--- src/rtl/multi_clock_divider.sv ---
// N-channel programmable clock/tick divider: each channel produces a registered
// divided clock and a one-cycle tick per period, with deferred divisor reloads.
module multi_clock_divider #(
    parameter int NUM_CH      = 4,
    parameter int DIV_W       = 32,
    parameter int DEFAULT_DIV = 100_000_000
) (
    input  logic                      i_clk,
    input  logic                      i_reset,
    input  logic [NUM_CH-1:0]         i_enable,
    input  logic                      i_clear,
    input  logic [NUM_CH-1:0]         i_load,
    input  logic [NUM_CH*DIV_W-1:0]   i_div,
    output logic [NUM_CH-1:0]         o_clk,
    output logic [NUM_CH-1:0]         o_tick,
    output logic [NUM_CH*DIV_W-1:0]   o_div_active
);

    localparam logic [DIV_W-1:0] RESET_DIV =
        (DEFAULT_DIV < 2) ? DIV_W'(2) : DIV_W'(DEFAULT_DIV);

    // Divisors below 2 cannot form a period with both clock phases.
    function automatic logic [DIV_W-1:0] clamp_div(input logic [DIV_W-1:0] d);
        clamp_div = (d < DIV_W'(2)) ? DIV_W'(2) : d;
    endfunction

    for (genvar k = 0; k < NUM_CH; k++) begin : g_ch
        logic [DIV_W-1:0] r_cnt, r_div, r_pend;
        logic             r_pend_valid, r_clk, r_tick;
        logic [DIV_W-1:0] w_cnt_nxt, w_div_nxt, w_pend_nxt, w_div_in;
        logic             w_pend_valid_nxt, w_tick_nxt, w_wrap, w_clk_nxt;

        assign w_div_in  = clamp_div(i_div[k*DIV_W +: DIV_W]);
        assign w_wrap    = (r_cnt >= r_div - DIV_W'(1));
        // Clock is low for the first ceil(N/2) counts of each period.
        assign w_clk_nxt = (w_cnt_nxt >= (w_div_nxt - (w_div_nxt >> 1)));

        // Next-state: clear beats load-while-idle beats counting.
        always_comb begin
            w_cnt_nxt        = r_cnt;
            w_div_nxt        = r_div;
            w_pend_nxt       = r_pend;
            w_pend_valid_nxt = r_pend_valid;
            w_tick_nxt       = 1'b0;
            if (i_clear) begin
                w_cnt_nxt        = '0;
                w_pend_valid_nxt = 1'b0;
                if (i_load[k]) begin
                    w_div_nxt = w_div_in;
                end else if (r_pend_valid) begin
                    w_div_nxt = r_pend;
                end else begin
                    w_div_nxt = r_div;
                end
            end else if (i_load[k] && !i_enable[k]) begin
                w_cnt_nxt        = '0;
                w_div_nxt        = w_div_in;
                w_pend_valid_nxt = 1'b0;
            end else if (i_enable[k]) begin
                if (w_wrap) begin
                    w_cnt_nxt  = '0;
                    w_tick_nxt = 1'b1;
                    if (r_pend_valid) begin
                        w_div_nxt = r_pend;
                    end else begin
                        w_div_nxt = r_div;
                    end
                end else begin
                    w_cnt_nxt = r_cnt + DIV_W'(1);
                end
                // A load while running waits for the next wrap so no period is cut short.
                if (i_load[k]) begin
                    w_pend_nxt       = w_div_in;
                    w_pend_valid_nxt = 1'b1;
                end else if (w_wrap) begin
                    w_pend_valid_nxt = 1'b0;
                end else begin
                    w_pend_valid_nxt = r_pend_valid;
                end
            end else begin
                w_cnt_nxt = r_cnt;
            end
        end

        // Channel state registers.
        always_ff @(posedge i_clk or posedge i_reset) begin
            if (i_reset) begin
                r_cnt        <= '0;
                r_div        <= RESET_DIV;
                r_pend       <= '0;
                r_pend_valid <= 1'b0;
                r_clk        <= 1'b0;
                r_tick       <= 1'b0;
            end else begin
                r_cnt        <= w_cnt_nxt;
                r_div        <= w_div_nxt;
                r_pend       <= w_pend_nxt;
                r_pend_valid <= w_pend_valid_nxt;
                r_clk        <= w_clk_nxt;
                r_tick       <= w_tick_nxt;
            end
        end

        assign o_clk[k]                       = r_clk;
        assign o_tick[k]                      = r_tick;
        assign o_div_active[k*DIV_W +: DIV_W] = r_div;
    end

endmodule

--- config.mk ---
export PLATFORM = sky130hd
export DESIGN_NAME = multi_clock_divider
export DESIGN_NICKNAME = d
export VERILOG_FILES = /design/src/rtl/multi_clock_divider.sv
export SDC_FILE = /design/constraint.sdc
export NUM_CORES = 2
export LEC_CHECK = 0
export BUFFER_PORTS_ARGS = -buffer_cell sky130_fd_sc_hd__buf_2
export CAP_MARGIN = 20
export CORE_UTILIZATION = 45
export CTS_CLUSTER_DIAMETER = 50
export DETAILED_ROUTE_END_ITERATION = 6
export GPL_TIMING_DRIVEN = 1
export MAX_ROUTING_LAYER = met4
export SYNTH_ARGS = -nofsm -noshare
export SYNTH_HDL_FRONTEND = slang
export SYNTH_SLANG_ARGS = --single-unit
--- constraint.sdc ---
create_clock -name i_clk -period 32.1 [get_ports i_clk]
set_input_delay 6.42 -clock i_clk [delete_from_list [all_inputs] [get_ports i_clk]]
set_output_delay 6.42 -clock i_clk [all_outputs]
set_load 0.05 [all_outputs]
Word level (Yosys, flattened, before mapping)
Cells that the tools add are included.
- $add $sub $neg: 12
- multiplexer cells: 80
- order comparisons: 12
- bitwise logic cells: 5
- reduce and logical (&&, ||, !) cells: 24
- operators by type and width (operator ; count):
    $mux 32 ; 44
    $ge 32x32->1 ; 8
    $add 32x1->32 const B ; 4
    $lt 32x2->1 const B ; 4
    $sub 32x1->32 const B ; 4
    $sub 32x31->32 ; 4
    $mux 1 ; 36
    $reduce_and 4->1 ; 4
    $reduce_bool 4->1 ; 4
    $reduce_bool 3->1 ; 4
    $reduce_and 2->1 ; 4
    $not 1->1 ; 5
    $logic_and 1x1->1 ; 4
    $logic_not 1->1 ; 4
- input port bits: 139
- logic and storage cells: 157
- flip-flop bits (word level): 396
- output and inout bits: 136

Logic depth before layout (Yosys ltp)
- word-level depth: 8
- mapped depth: 44
- gate-level depth less buffers: 42

Least setup slack after synthesis
OpenSTA, ideal clock, no wires.
- path kind: input to register
- start: input i_load[0]
- end: register g_ch[0].r_clk
- arrival time: 11709 ps
- setup slack: 20273 ps
- setup time: 118 ps
- data required time: 31982 ps
- buffers on the path: 2
- stages: 27
- cell sequence: clkbuf_1 > clkinv_1 > nor2_1 > nor2_1 > clkbuf_1 > a221oi_1 > inv_1 > ha_1 > nor2b_1 > o31a_1 > o21a_1 > and2_1 > o21ai_0 > nand2b_1 > a311oi_1 > o21ai_0 > xnor2_1 > ha_1 > a21o_1 > a21o_1 > a21o_1 > a21o_1 > a21o_1 > a21o_1 > a221oi_1 > o21ai_0 > a21o_1
- longest elaborated chain between the ends: 5
- elaborated cells between the ends (all ways): 8
- classes of those cells: add/sub (1); order compare (1); mux (5); reduce/logical (1)
- RTL lines (what ; line ; text):
    start, declared ; 12 ; input logic [NUM_CH-1:0] i_load,
    $logic_and 1x1->1 ; 55 ; end else if (i_load[k] && !i_enable[k]) begin
    $mux 32 ; 55 ;
    $mux 32 * ; 45 ; if (i_clear) begin
    via g_ch[0].w_div_nxt[2] ; 30 ; logic [DIV_W-1:0] w_cnt_nxt, w_div_nxt, w_pend_nxt, w_div_in;
    $sub 32x31->32 * ; 36 ; assign w_clk_nxt = (w_cnt_nxt >= (w_div_nxt - (w_div_nxt >> 1)));
    $ge 32x32->1 * ; 36 ;
    via g_ch[0].w_clk_nxt ; 31 ; logic w_pend_valid_nxt, w_tick_nxt, w_wrap, w_clk_nxt;
    end signal, assigned ; 99 ; r_clk <= w_clk_nxt;
    end, declared ; 29 ; logic r_pend_valid, r_clk, r_tick;
The timed path passes the listed nets; every way through them passes the cells marked *.
A chain may end at the register's enable or synchronous reset.

Worst setup path after layout
- start: input i_enable[1]
- end: register g_ch[1].r_clk
- longest elaborated chain between the ends: 6
- elaborated cells between the ends (all ways): 10
- classes of those cells: add/sub (1); order compare (1); mux (6); reduce/logical (2)
- RTL lines (what ; line ; text):
    start, declared ; 10 ; input logic [NUM_CH-1:0] i_enable,
    $logic_not 1->1 ; 55 ;
    $logic_and 1x1->1 ; 55 ;
    $mux 32 * ; 55 ;
    $mux 32 * ; 45 ;
    via g_ch[1].w_div_nxt[2] ; 30 ;
    $sub 32x31->32 * ; 36 ;
    $ge 32x32->1 * ; 36 ;
    via g_ch[1].w_clk_nxt ; 31 ;
    end signal, assigned ; 99 ;
    end, declared ; 29 ;
Marked as above.

==> flow_metrics.py <==
metrics = {
    "clock_network": {
        "ctsResizeCount": 0,
        "postCtsHoldBufs": 0,
        "tritoncts": "done",
        "clock-sinks": 396,
        "clk_pin_slew_worst_paths_ns": 0.05,
        "cts-buffers-inserted": 71,
        "cts_buffer_depth": 3,
        "clock_latency_ns": 0.61,
        "ctsRootBufferMaster": "clkbuf_16",
        "cts.htree.levels": 3,
        "cts_setup_buffers": 0,
    },
    "routing": {
        "wl_met1_mm": 47.0,
        "dr_wl_met2_mm": 47.4,
        "highest_layer": "met4",
        "num_vias": 29700,
        "routed-wl-met3_mm": 5.36,
        "drt_pre_antenna_iters": 5,
        "drt_iter0_drc": 1721,
        "drt_wl_total_mm": 102,
        "viasPerCell": 5.82,
        "antenna_left": 0,
        "drc": 0,
        "routedWlPerCell_um": 20.0,
    },
    "global_route": {
        "grt_max_degree": 158,
        "grt_pass1_wl_mm": 162,
        "grt_pass1_vias": 28900,
        "grt_overflow": 0,
        "grt_usage_pct": 26.6,
        "antenna_found_initial": 11,
    },
    "finish": {
        "nNetsFinal": 4522,
        "final_cell_mix": "ha_1 (388), nor2_1 (375), dfrtp_1 (348), buf_2 (273), mux2i_1 (244)",
        "layout-drive-gt1-share_pct": 18.2,
        "area.growth.synth_to_final_pct": 13.9,
        "design_area_um2": 39700,
        "fin_util_pct": 52.1,
        "final_common_cell": "ha_1",
    },
    "synth": {
        "yosysSeqAreaShare_pct": 28.6,
        "netlist_area_um2": 34900,
        "synth-edff-count": 0,
        "ys.flop_type": "dfrtp_1",
        "syn_avg_cell_area_um2": 9.28,
        "ys_ff_latch": 396,
        "syn_inst": 3759,
        "synthArstFlopShare_pct": 100,
        "yosysUniqueCellTypes": 82,
        "synth_nets": 4290,
        "yosysWarnings": 0,
    },
    "pwr": {
        "p_per_area_nw_per_um2": 58.0,
        "p_sw_mw": 0.886,
        "switching_share_pct": 38.5,
        "combPwrFrac_pct": 38.1,
        "p_seq_share_pct": 27.7,
        "clockPowerShare_pct": 34.3,
        "p_int_mw": 1.42,
        "power_leakage_nw": 18.5,
        "vdd_drop_max_mv": 0.0559,
    },
    "floorplan": {
        "die-area_um2": 78700,
        "coreArea_um2": 76300,
        "die_x_um": 280,
        "initial_utilization_pct": 45.7,
        "die_h_um": 280,
        "num_rows": 101,
        "pin_count": 275,
    },
    "flow_run": {
        "cap_violations": 0,
    },
    "status": {
        "status": "completed",
    },
    "sta": {
        "rsz0062_at_grt": "no",
        "setup_viol": 0,
        "setup_tns_ns": 0,
        "worst_slew_pin_slew_ns": 1.02,
        "relSlewSlack_pct": 30.3,
        "finalMaxSlewViolations": 0,
        "finalCriticalPeriod_ns": 12.25,
        "min_period_over_period_pct": 38.2,
        "max_freq_ghz": 0.0816,
        "fin_skew_ns": 0.0276,
        "hold_viol": 0,
    },
    "worst_setup_path": {
        "cp_max_fo": 30,
        "crit_path_end_kind": "flip-flop",
        "start_kind": "input pin",
        "crit_required_ns": 32.60,
        "r2r_slack_ns": 21.18,
        "arrival_ns": 12.76,
        "critPathKind": "in2reg",
    },
    "place": {
        "port_buffers": 274,
        "place_congestion": 0.933,
        "place_area_um2": 37200,
        "hpwlAfterDp_mm": 77.7,
    },
    "worst_hold_path": {
        "min_path_type": "reg2reg",
    },
}
## per-stage QoR
step	cells	worst slack, ns	power (mW)	hold slack (ns)
CTS	5079	19.94	2.32	0.486
floorplan	3759	14.75	1.29	0.448
detailed placement	4947	19.33	1.52	0.476
global placement	4947	19.38	1.51	0.470
global route	5088	19.27	2.45	0.510
finish	5092	19.85	2.31	0.487
## state kept, by name, indices dropped and copies added (netlist names)
| signal | count |
|---|---|
| g_ch.r_cnt | 128 |
| g_ch.r_div | 128 |
| g_ch.r_pend | 128 |
| g_ch.r_clk | 4 |
| g_ch.r_pend_valid | 4 |
| g_ch.r_tick | 4 |
## per-layer routing
| metal | vias up | track usage, % |
|---|---|---|
| li1 | 14500 | - |
| met1 | 14300 | 34.9 |
| met2 | 709 | 42.4 |
| met3 | 136 | 4.04 |
| met4 | 0 | 7.20 |
| met5 | - | - |
## cells in the mapped netlist (5+ instances only)
cell       instances  area [µm²]
ha_1             388        4850
nor2_1           379        1420
dfrtp_1          348        8710
mux2i_1          244        2440
mux2_2           207        2330
nand2_1          202         758
xor2_1           177        1550
a21oi_1          176         881
xnor2_1          167        1460
o21ai_0          129         646
a21o_1           123         923
inv_1            117         439
clkbuf_1         116         435
nor3_1           112         561
a221oi_1          96         841
a221o_1           91         911
nand3_1           74         370
nand4_1           74         463
nor4_1            54         338
nand2b_1          51         319
dfstp_2           48        1260
and3_1            44         275
nor2b_1           37         231
o21a_1            25         188
a211oi_1          22         165
or3_1             21         131
and4_1            20         175
o21bai_1          17         128
buf_4             14         105
a31oi_1           12        75.1
buf_2             11        55.1
a2111oi_0          9        78.8
o211ai_1           9        67.6
or4_1              9        67.6
o31ai_1            8        60.1
and2_1             7        43.8
or2_2              7        43.8
or4_4              7        78.8
buf_1              5        18.8
o2111ai_1          5        43.8
o31a_1             5        43.8
## critical path, stage by stage
cell and delay, ns:
buf_2 0.28, nor2b_4 0.32, buf_4 0.51, mux2i_1 0.17, a221oi_1 0.53, ha_1 0.33
o21a_1 0.13, o31ai_1 0.12, a2111oi_0 0.90, o21ai_0 0.47, o21ai_0 0.55, a41o_1 0.30
nand4_1 0.11, nand2_1 0.09, xnor2_1 0.07, ha_1 0.33, nand4_1 0.13, nor4_1 0.52
a221oi_1 0.15, o21ai_0 0.13, a21oi_1 0.06, o21ai_0 0.08
## cell families (layout without fill, tap and decap cells)
group / after synthesis / count (layout) / share of synthesized area (%)
adders and majority gates: 392 / 392 / 14.1
muxes: 451 / 451 / 13.7
xor gates and xnor gates: 344 / 344 / 8.63
other: 0 / 12 / 0
buffers and inverters: 272 / 563 / 3.20
and+or+nand+nor: 1121 / 1121 / 15.8
AOI/OAI and AO/OA: 783 / 783 / 15.9
DFF: 396 / 396 / 28.6
## power by group through the flow
stage | Combinational [mW] | Clock [mW] | Sequential [mW]
after floorplan | 0.593 | 0 | 0.700
after detailed placement | 0.872 | 0 | 0.646
after CTS | 0.879 | 0.806 | 0.638
after global placement | 0.868 | 0 | 0.645
after global routing | 0.978 | 0.829 | 0.646
final | 0.877 | 0.790 | 0.638
## final cells by class
cell class | instances | area, µm²
fill | 7282 | 36600
multi-input combinational | 3091 | 23900
sequential | 396 | 9970
clock buffer | 92 | 2030
timing repair buffer | 309 | 1670
tap | 1030 | 1290
inverter | 122 | 465
clock inverter | 40 | 434
antenna | 12 | 30.0
## final timing paths
path / start / end / cells past startpoint
setup / recovery: i_enable[1] / g_ch[1].r_clk / 22
hold / removal: g_ch[1].r_pend[1] / g_ch[1].r_pend[1] / 2
setup reg to reg: g_ch[0].r_div[5] / g_ch[0].r_clk / 39
hold reg to reg: g_ch[1].r_pend[1] / g_ch[1].r_pend[1] / 2
max in group asynchronous: i_reset / g_ch[1].r_div[21] / 5
min in group asynchronous: i_reset / g_ch[2].r_div[3] / 2
Note: power is estimated with default switching activity, not from simulation.
